[src/rtl/sha256_nonce_sequencer.sv]
// Nonce job sequencer for a LOOP-folded sha256_transform: feeds one message block per slot,
// tracks which nonce each returned hash belongs to, and holds leading-zero hits for a consumer.
module sha256_nonce_sequencer #(
   parameter int unsigned LOOP      = 4,
   parameter int unsigned ZERO_BITS = 32
) (
   input  logic         clk,
   input  logic         reset,
   input  logic         start,
   input  logic [255:0] midstate,
   input  logic [95:0]  data_tail,
   input  logic [31:0]  nonce_start,
   input  logic [31:0]  nonce_end,
   output logic         busy,
   output logic         done,
   output logic         feedback,
   output logic [5:0]   cnt,
   output logic [255:0] rx_state,
   output logic [511:0] rx_input,
   input  logic [255:0] tx_hash,
   output logic         golden_valid,
   input  logic         golden_ready,
   output logic [31:0]  golden_nonce,
   output logic         golden_overflow
);

   // Issue edge E to compare edge E+65: 65 stages of {valid, nonce}.
   localparam int unsigned Depth  = 65;
   localparam logic [5:0]  CntMax = 6'(LOOP - 1);

   typedef enum logic [1:0] {StIdle, StRun, StDrain} state_e;

   state_e         state_q, state_d;
   logic [5:0]     cnt_q;
   logic [6:0]     drain_q;
   logic [31:0]    nonce_q, end_q;
   logic [95:0]    tail_q;
   logic [255:0]   mid_q;
   logic [Depth-1:0] pipe_vld_q;
   logic [31:0]    pipe_nonce_q [Depth];
   logic           gv_q, ovf_q, done_q;
   logic [31:0]    gn_q;
   logic           accept, issue, drain_last, hit, pop;
   logic           unused_hash;

   always_comb begin
      state_d    = state_q;
      accept     = 1'b0;
      issue      = 1'b0;
      drain_last = 1'b0;
      unique case (state_q)
         StIdle: begin
            if (start) begin
               accept  = 1'b1;
               state_d = StRun;
            end
         end
         StRun: begin
            if (cnt_q == 6'd0) begin
               issue = 1'b1;
               if (nonce_q == end_q) state_d = StDrain;
            end
         end
         StDrain: begin
            if (drain_q == 7'd64) begin
               drain_last = 1'b1;
               state_d    = StIdle;
            end
         end
         default: state_d = StIdle;
      endcase
   end

   always_ff @(posedge clk) begin
      if (reset) state_q <= StIdle;
      else       state_q <= state_d;
   end

   assign hit = pipe_vld_q[Depth-1] && (tx_hash[255 -: ZERO_BITS] == '0);
   assign pop = gv_q && golden_ready;

   always_ff @(posedge clk) begin
      if (reset) begin
         cnt_q      <= '0;
         drain_q    <= '0;
         nonce_q    <= '0;
         end_q      <= '0;
         tail_q     <= '0;
         mid_q      <= '0;
         pipe_vld_q <= '0;
         for (int i = 0; i < Depth; i++) pipe_nonce_q[i] <= '0;
         gv_q       <= 1'b0;
         gn_q       <= '0;
         ovf_q      <= 1'b0;
         done_q     <= 1'b0;
      end else begin
         if (accept) begin
            mid_q   <= midstate;
            tail_q  <= data_tail;
            nonce_q <= nonce_start;
            end_q   <= nonce_end;
         end else if (issue) begin
            nonce_q <= nonce_q + 32'd1;
         end

         if (state_q == StIdle || drain_last) cnt_q <= '0;
         else                                 cnt_q <= (cnt_q == CntMax) ? 6'd0 : cnt_q + 6'd1;

         drain_q <= (state_q == StDrain) ? drain_q + 7'd1 : 7'd0;
         done_q  <= drain_last;

         pipe_vld_q <= {pipe_vld_q[Depth-2:0], issue};
         for (int i = Depth - 1; i > 0; i--) pipe_nonce_q[i] <= pipe_nonce_q[i-1];
         pipe_nonce_q[0] <= nonce_q;

         // A hit replaces a popped entry on the same edge; otherwise a full register drops it.
         if (accept) ovf_q <= 1'b0;
         if (hit) begin
            if (!gv_q || pop) begin
               gv_q <= 1'b1;
               gn_q <= pipe_nonce_q[Depth-1];
            end else begin
               ovf_q <= 1'b1;
            end
         end else if (pop) begin
            gv_q <= 1'b0;
         end
      end
   end

   assign busy            = (state_q != StIdle);
   assign done            = done_q;
   assign cnt             = cnt_q;
   assign feedback        = (cnt_q != 6'd0);
   assign rx_state        = mid_q;
   assign rx_input        = busy ? {32'd640, 320'd0, 32'h8000_0000, nonce_q, tail_q} : '0;
   assign golden_valid    = gv_q;
   assign golden_nonce    = gn_q;
   assign golden_overflow = ovf_q;
   assign unused_hash     = ^tx_hash;

endmodule

[config.mk]
export PLATFORM = sky130hd
export DESIGN_NAME = sha256_nonce_sequencer
export DESIGN_NICKNAME = d
export VERILOG_FILES = /design/src/rtl/sha256_nonce_sequencer.sv
export SDC_FILE = /design/constraint.sdc
export NUM_CORES = 2
export LEC_CHECK = 0
export CELL_PAD_IN_SITES_DETAIL_PLACEMENT = 1
export CELL_PAD_IN_SITES_GLOBAL_PLACEMENT = 1
export CORE_AREA = 2 2 576 578
export CTS_CLUSTER_SIZE = 40
export DETAILED_ROUTE_END_ITERATION = 16
export DIE_AREA = 0 0 578 580
export PLACE_DENSITY = 0.57
export REMOVE_ABC_BUFFERS = 1
export SYNTH_ARGS = -nofsm -noshare
export SYNTH_HDL_FRONTEND = slang
export SYNTH_SLANG_ARGS = --single-unit
export TNS_END_PERCENT = 5
[constraint.sdc]
create_clock -name clk -period 5.44 [get_ports clk]
set_clock_uncertainty 0.05 [all_clocks]
set_input_delay 1.088 -clock clk [delete_from_list [all_inputs] [get_ports clk]]
set_output_delay 1.088 -clock clk [all_outputs]
set_load 0.01 [all_outputs]
Word-level counts from Yosys, hierarchy flattened
Memory sizes are Yosys's and may differ from the RTL's. A register that Yosys moved wholly into a read port is not among the register bits.
Cells that the tools add are included.
- add/sub/neg operators: 3
- multipliers: 0
- divide/modulo/power cells: 0
- order comparisons: 0
- equality and inequality tests: 10
- shift-type cells: 0
- multiplexer cells: 88
- bitwise gates (word level): 66
- reductions and logical operators: 17
- operator list (cell ; number):
    $mux 32 ; 67
    $mux 490 ; 1
    $or 1x1->1 ; 65
    $add 32x1->32 const B ; 1
    $eq 32x32->1 ; 1
    $logic_not 32->1 ; 1
    $mux 1 ; 15
    $mux 2 ; 4
    $ne 2x2->1 const B ; 4
    $add 7x1->7 const B ; 1
    $eq 7x7->1 const B ; 1
    $add 6x1->6 const B ; 1
    $eq 6x2->1 const B ; 1
    $logic_not 6->1 ; 1
    $pmux 2 s3 ; 1
    $reduce_bool 2->1 ; 3
    $reduce_bool 6->1 ; 1
    $reduce_and 2->1 ; 2
    $reduce_and 4->1 ; 1
    $reduce_or 3->1 ; 1
    $eq 2x1->1 const B ; 1
    $eq 2x2->1 const B ; 1
    $logic_and 1x1->1 ; 2
    $logic_not 2->1 ; 1
    5 further kinds ; 6
- bits in registers: 499
- bits in latches: 0
- RAM bits: 2080
- ROM bits: 0
- output and inout bits: 811
- logic and storage cells: 196
- memories kept: 1
- memory list (memory ; depth ; width ; rd ports ; clocked after memory_dff ; wr ports ; line ; text):
    pipe_nonce_q ; 65 ; 32 ; 65 ; 1 ; 65 ; 40 ; logic [31:0] pipe_nonce_q [Depth];

Longest topological paths before layout
- depth in word-level cells: 5
- depth in mapped cells: 8
- depth with buffers taken out: 7

Least setup slack after synthesis
No wires, ideal clock.
- path kind: input to register
- start point: in tx_hash[225]
- end point: reg gn_q[22], in the netlist golden_nonce[22], read port of pipe_nonce_q
- arrival time: 2.542 ns
- data required time: 5.262 ns
- path slack: 2.720 ns
- cell stages on the path: 6
- path buffers: 1
- path through: nor4b_1 nand4_1 nor4_2 buf_2 mux2i_1 nor2_1
- longest elaborated chain between the ends: 3
- RTL lines (element ; line ; text):
    start: declaration ; 20 ; input logic [255:0] tx_hash,
    $logic_not 32->1 ; 79 ; assign hit = pipe_vld_q[Depth-1] && (tx_hash[255 -: ZERO_BITS] == '0);
    $logic_and 1x1->1 ; 79 ;
    $reduce_and 2->1 (no line) ; -- ;
    end: declaration ; 42 ; logic [31:0] gn_q;
No other way between the ends.
A chain may end at the register's enable or synchronous reset.

Final worst setup path
- start point: reg state_q[1]
- end point: out rx_input[45]
- longest elaborated chain between the ends: 2
- RTL lines (element ; line ; text):
    start: declaration ; 33 ; state_e state_q, state_d;
    start signal: assignment ; 75 ; if (reset) state_q <= StIdle;
    start signal: assignment ; 76 ; else state_q <= state_d;
    $reduce_bool 2->1 ; 131 ; assign busy = (state_q != StIdle);
    $mux 490 ; 136 ; assign rx_input = busy ? {32'd640, 320'd0, 32'h8000_0000, nonce_q, tail_q} : '0;
    end: declaration ; 19 ; output logic [511:0] rx_input,
No other way between the ends.

==> summary.md <==
| Metric | Value |
|---|---|
| Status | `finished, final reports clean` |
| Worst EP arrival | `3.63 ns` |
| Core footprint | `0.3292 mm²` |
| Clk slew on worst S/H paths | `0.06 ns` |
| Critical Path Sink | `rx_input[45]` |
| Post-Syn Area | `0.07802 mm²` |
| Combinational family with the most area after synthesis | `simple AND/OR/NAND/NOR gates` |
| Fmax | `209.9 MHz` |
| Final Cycle Share | `87.57%` |
| Area delta synth->final | `28.63%` |
| R2R Path End | `nonce_q[31]` |
| Synth top cells by count | `dfxtp_1 (2611), nor2b_1 (2144), nand2_1 (794), clkbuf_1 (399), a21oi_1 (386)` |
| CTS tree | `built` |
| Syn_area_per_cell | `10.86 µm²` |
| Synth Flop Type | `dfxtp_1` |
| Tmin final | `4.764 ns` |
| Share of post-route cells with drive strength above 1 | `6.633%` |
| Total number of vias | `47220` |
| Nets | `8690` |
| Top post-synthesis cells by area | `dfxtp_1 (67%), nor2b_1 (17%), nand2_1 (3.8%)` |
| Crit path max fanout | `71` |
| Fin cells | `12640` |
| Psw | `9415 µW` |
| Final setup fails | `0` |
| Design area | `0.1004 mm²` |
| Data required, critical path | `4.30 ns` |
| Synth Warn # | `0` |
| Area after DPL | `0.09005 mm²` |
| Pleak | `0.03829 µW` |
| Number of synthesized flops with an enable pin | `0` |
| Library cells used by synthesis | `46` |
| Worst-Margin Slew | `0.9846 ns` |
| Setup_tns | `0 ns` |
| Num ports | `1487` |
| RSZ-0062 raised after global routing | `false` |
| Seq/Total Area, Yosys | `66.99%` |
| Internal power | `32630 µW` |
| Design Power | `42040 µW` |
| Clock power share | `49.0%` |
| Mux share of post-synthesis cell area | `0.4105%` |
| Drt total wl | `228200 µm` |
| Die height | `580 µm` |
| Yosys top cell by area | `dfxtp_1` |
| Chip width | `578 µm` |
| RR Startpoint | `cnt[2]` |
| Number of buffers created by CTS | `299` |
| Pins over their slew limit | `0` |
| Synth Instances | `7186` |
| Hold Path Class | `register to register` |
| Sequential share of power | `46.5%` |
| Via density | `3.736` |
| Hold Fails Final Rpt | `0` |
| Synth top area share | `66.99%` |
| Post-synthesis register bit count | `2611` |
| PD cells | `418.9 mW/mm²` |
| Detailed Place HPWL | `164600 µm` |
| Worst Setup Start Kind | `register` |
| Asr flop ratio synth | `0%` |
| # Max-Cap Violations | `0` |
| Worst vdd ir | `206.5 µV` |
| Initial antenna violation count | `154` |
| Post-CTS setup buffer count | `0` |
| Vias in the first global route | `46690` |
| Slew HR | `33.87%` |
| Post-route ant nets | `0` |
| GPL Wtd Cong | `0.8556` |
| Worst-Skew Late Latency | `0.87 ns` |
| Grt total ovfl | `0` |
| CTS resizes | `0` |
| Clock Tree Buf Depth | `4` |
| Compound-Gate Fraction of Synth Area | `2.928%` |
| Site Rows | `211` |
| Fillers | `36350` |
| Simple-gate area share of the yosys netlist | `23.13%` |
| Area occupied by registers | `0.05227 mm²` |
| Initial Util | `23.70%` |
| H-tree depth | `5` |
| DRC viols | `0` |
| Largest net degree at the start of global routing | `193` |
| Wire per inst | `18.05 µm` |
| Reg2Reg Depth | `5` |
| Hold buffers post-CTS | `0` |
| # port buffers | `881` |
| Gr usage total | `13.21%` |
| XOR/XNOR Fraction of Synth Area | `0.7072%` |
| Gate power share | `4.5%` |
| Switching part of the total | `22.39%` |
| Most frequent cell after synthesis | `dfxtp_1` |
| Setup crit end kind | `output pin` |
| DP Cell Count | `12070` |
| First-pass GRT wire length | `324100 µm` |
| CP Launch Point | `state_q[1]` |
| R2r setup slk | `2.48 ns` |
| DRT Pass-1 Iters | `5` |
| Area of the multi-input gates | `0.02272 mm²` |
| Root buf cell | `clkbuf_16` |
| Die area | `0.3352 mm²` |
| Fraction of the mapped netlist area in adder cells | `0.08018%` |
| Clock Sink Count | `2611` |
| Critical path type | `register to output pin` |
| Iter 0 DRT Violations | `1587` |
## stage by stage
step / util, % / setup WS [ns] / hold slack, ns
2_1_floorplan: - / -3.843 / 0.3638
5_1_grt: 30.47 / 0.3489 / 0.3785
3_3_place_gp: 27.35 / 1.428 / 0.3652
6_report: 30.49 / 0.6760 / 0.3567
4_1_cts: 30.47 / 0.4527 / 0.3572
3_5_place_dp: 27.35 / 1.421 / 0.3736
## power groups by stage
stage / registers (µW) / logic [µW] / clock network [µW]
finish: 19500 / 1890 / 20600
global route: 19500 / 2070 / 22300
CTS: 19500 / 1940 / 21500
detailed placement: 20000 / 1930 / 0
global placement: 20000 / 1920 / 0
floorplan: 19900 / 602 / 0
## cell type report
class,instances,share of cell area [%]
Antenna cell,25,0.06233
Clock buffer,428,8.696
Clock inverter,111,1.513
Inverter,9,0.03491
Multi-Input combinational cell,4148,22.64
Sequential cell,2611,52.08
Tap cell,4366,5.443
Timing Repair Buffer,940,9.532
## sequential cells by signal, indices dropped and copies added, names as in the netlist
signal           flops
drain_q              7
state_q              2
pipe_nonce_q      2080
pipe_vld_q          65
golden_valid         1
cnt                  6
tail_q              96
end_q               32
done                 1
nonce_q             32
golden_nonce        32
rx_state           256
golden_overflow      1
## layout by cell type, fill, tap and decap left out, types with 32 or more instances in the layout
cell type	n
dfxtp_1	2611
nor2b_1	2144
clkdlybuf4s50_1	880
nand2_1	793
a21oi_1	386
conb_1	381
clkbuf_16	307
and2_1	128
nor2_1	86
clkbuf_1	62
clkbuf_8	59
clkinv_2	49
xnor2_1	42
buf_4	36
mux2i_1	32
## per-layer routing
metal  vias up  wire [µm]  track usage, %
met5         -        948               0
met4       144       7847           4.174
met3       565      28890           8.037
met2      1125     106600           22.03
met1     22300      83900           13.65
li1      23080          -               -
## kinds of logic (layout without fill, tap and decap cells)
family	after synthesis	in the layout
simple gates	3236	3236
flops	2611	2611
mux	32	32
other cells	1	406
fa+ha+maj	5	5
xor+xnor	63	63
buf+inv	807	1488
compound gates	431	431
## worst min-delay path by stage
stage	startpoint	to	slack, ns	cells after the start
after floorplan	pipe_nonce_q[9][0]	pipe_nonce_q[10][0]	0.36	1
after global placement	pipe_nonce_q[24][13]	pipe_nonce_q[25][13]	0.37	1
after detailed placement	pipe_nonce_q[9][5]	pipe_nonce_q[10][5]	0.37	1
after CTS	pipe_nonce_q[30][28]	pipe_nonce_q[31][28]	0.36	1
after global routing	pipe_nonce_q[25][14]	pipe_nonce_q[26][14]	0.38	1
final	pipe_nonce_q[35][6]	pipe_nonce_q[36][6]	0.36	1
## worst max-delay path, cell delays in order, from the launching register on
cell	delay, ns
dfxtp_1	0.35
nor2_1	0.43
clkinv_2	0.51
buf_4	0.49
and2_1	0.28
clkdlybuf4s50_1	0.65
No activity file was read; power rests on OpenSTA's default activity.
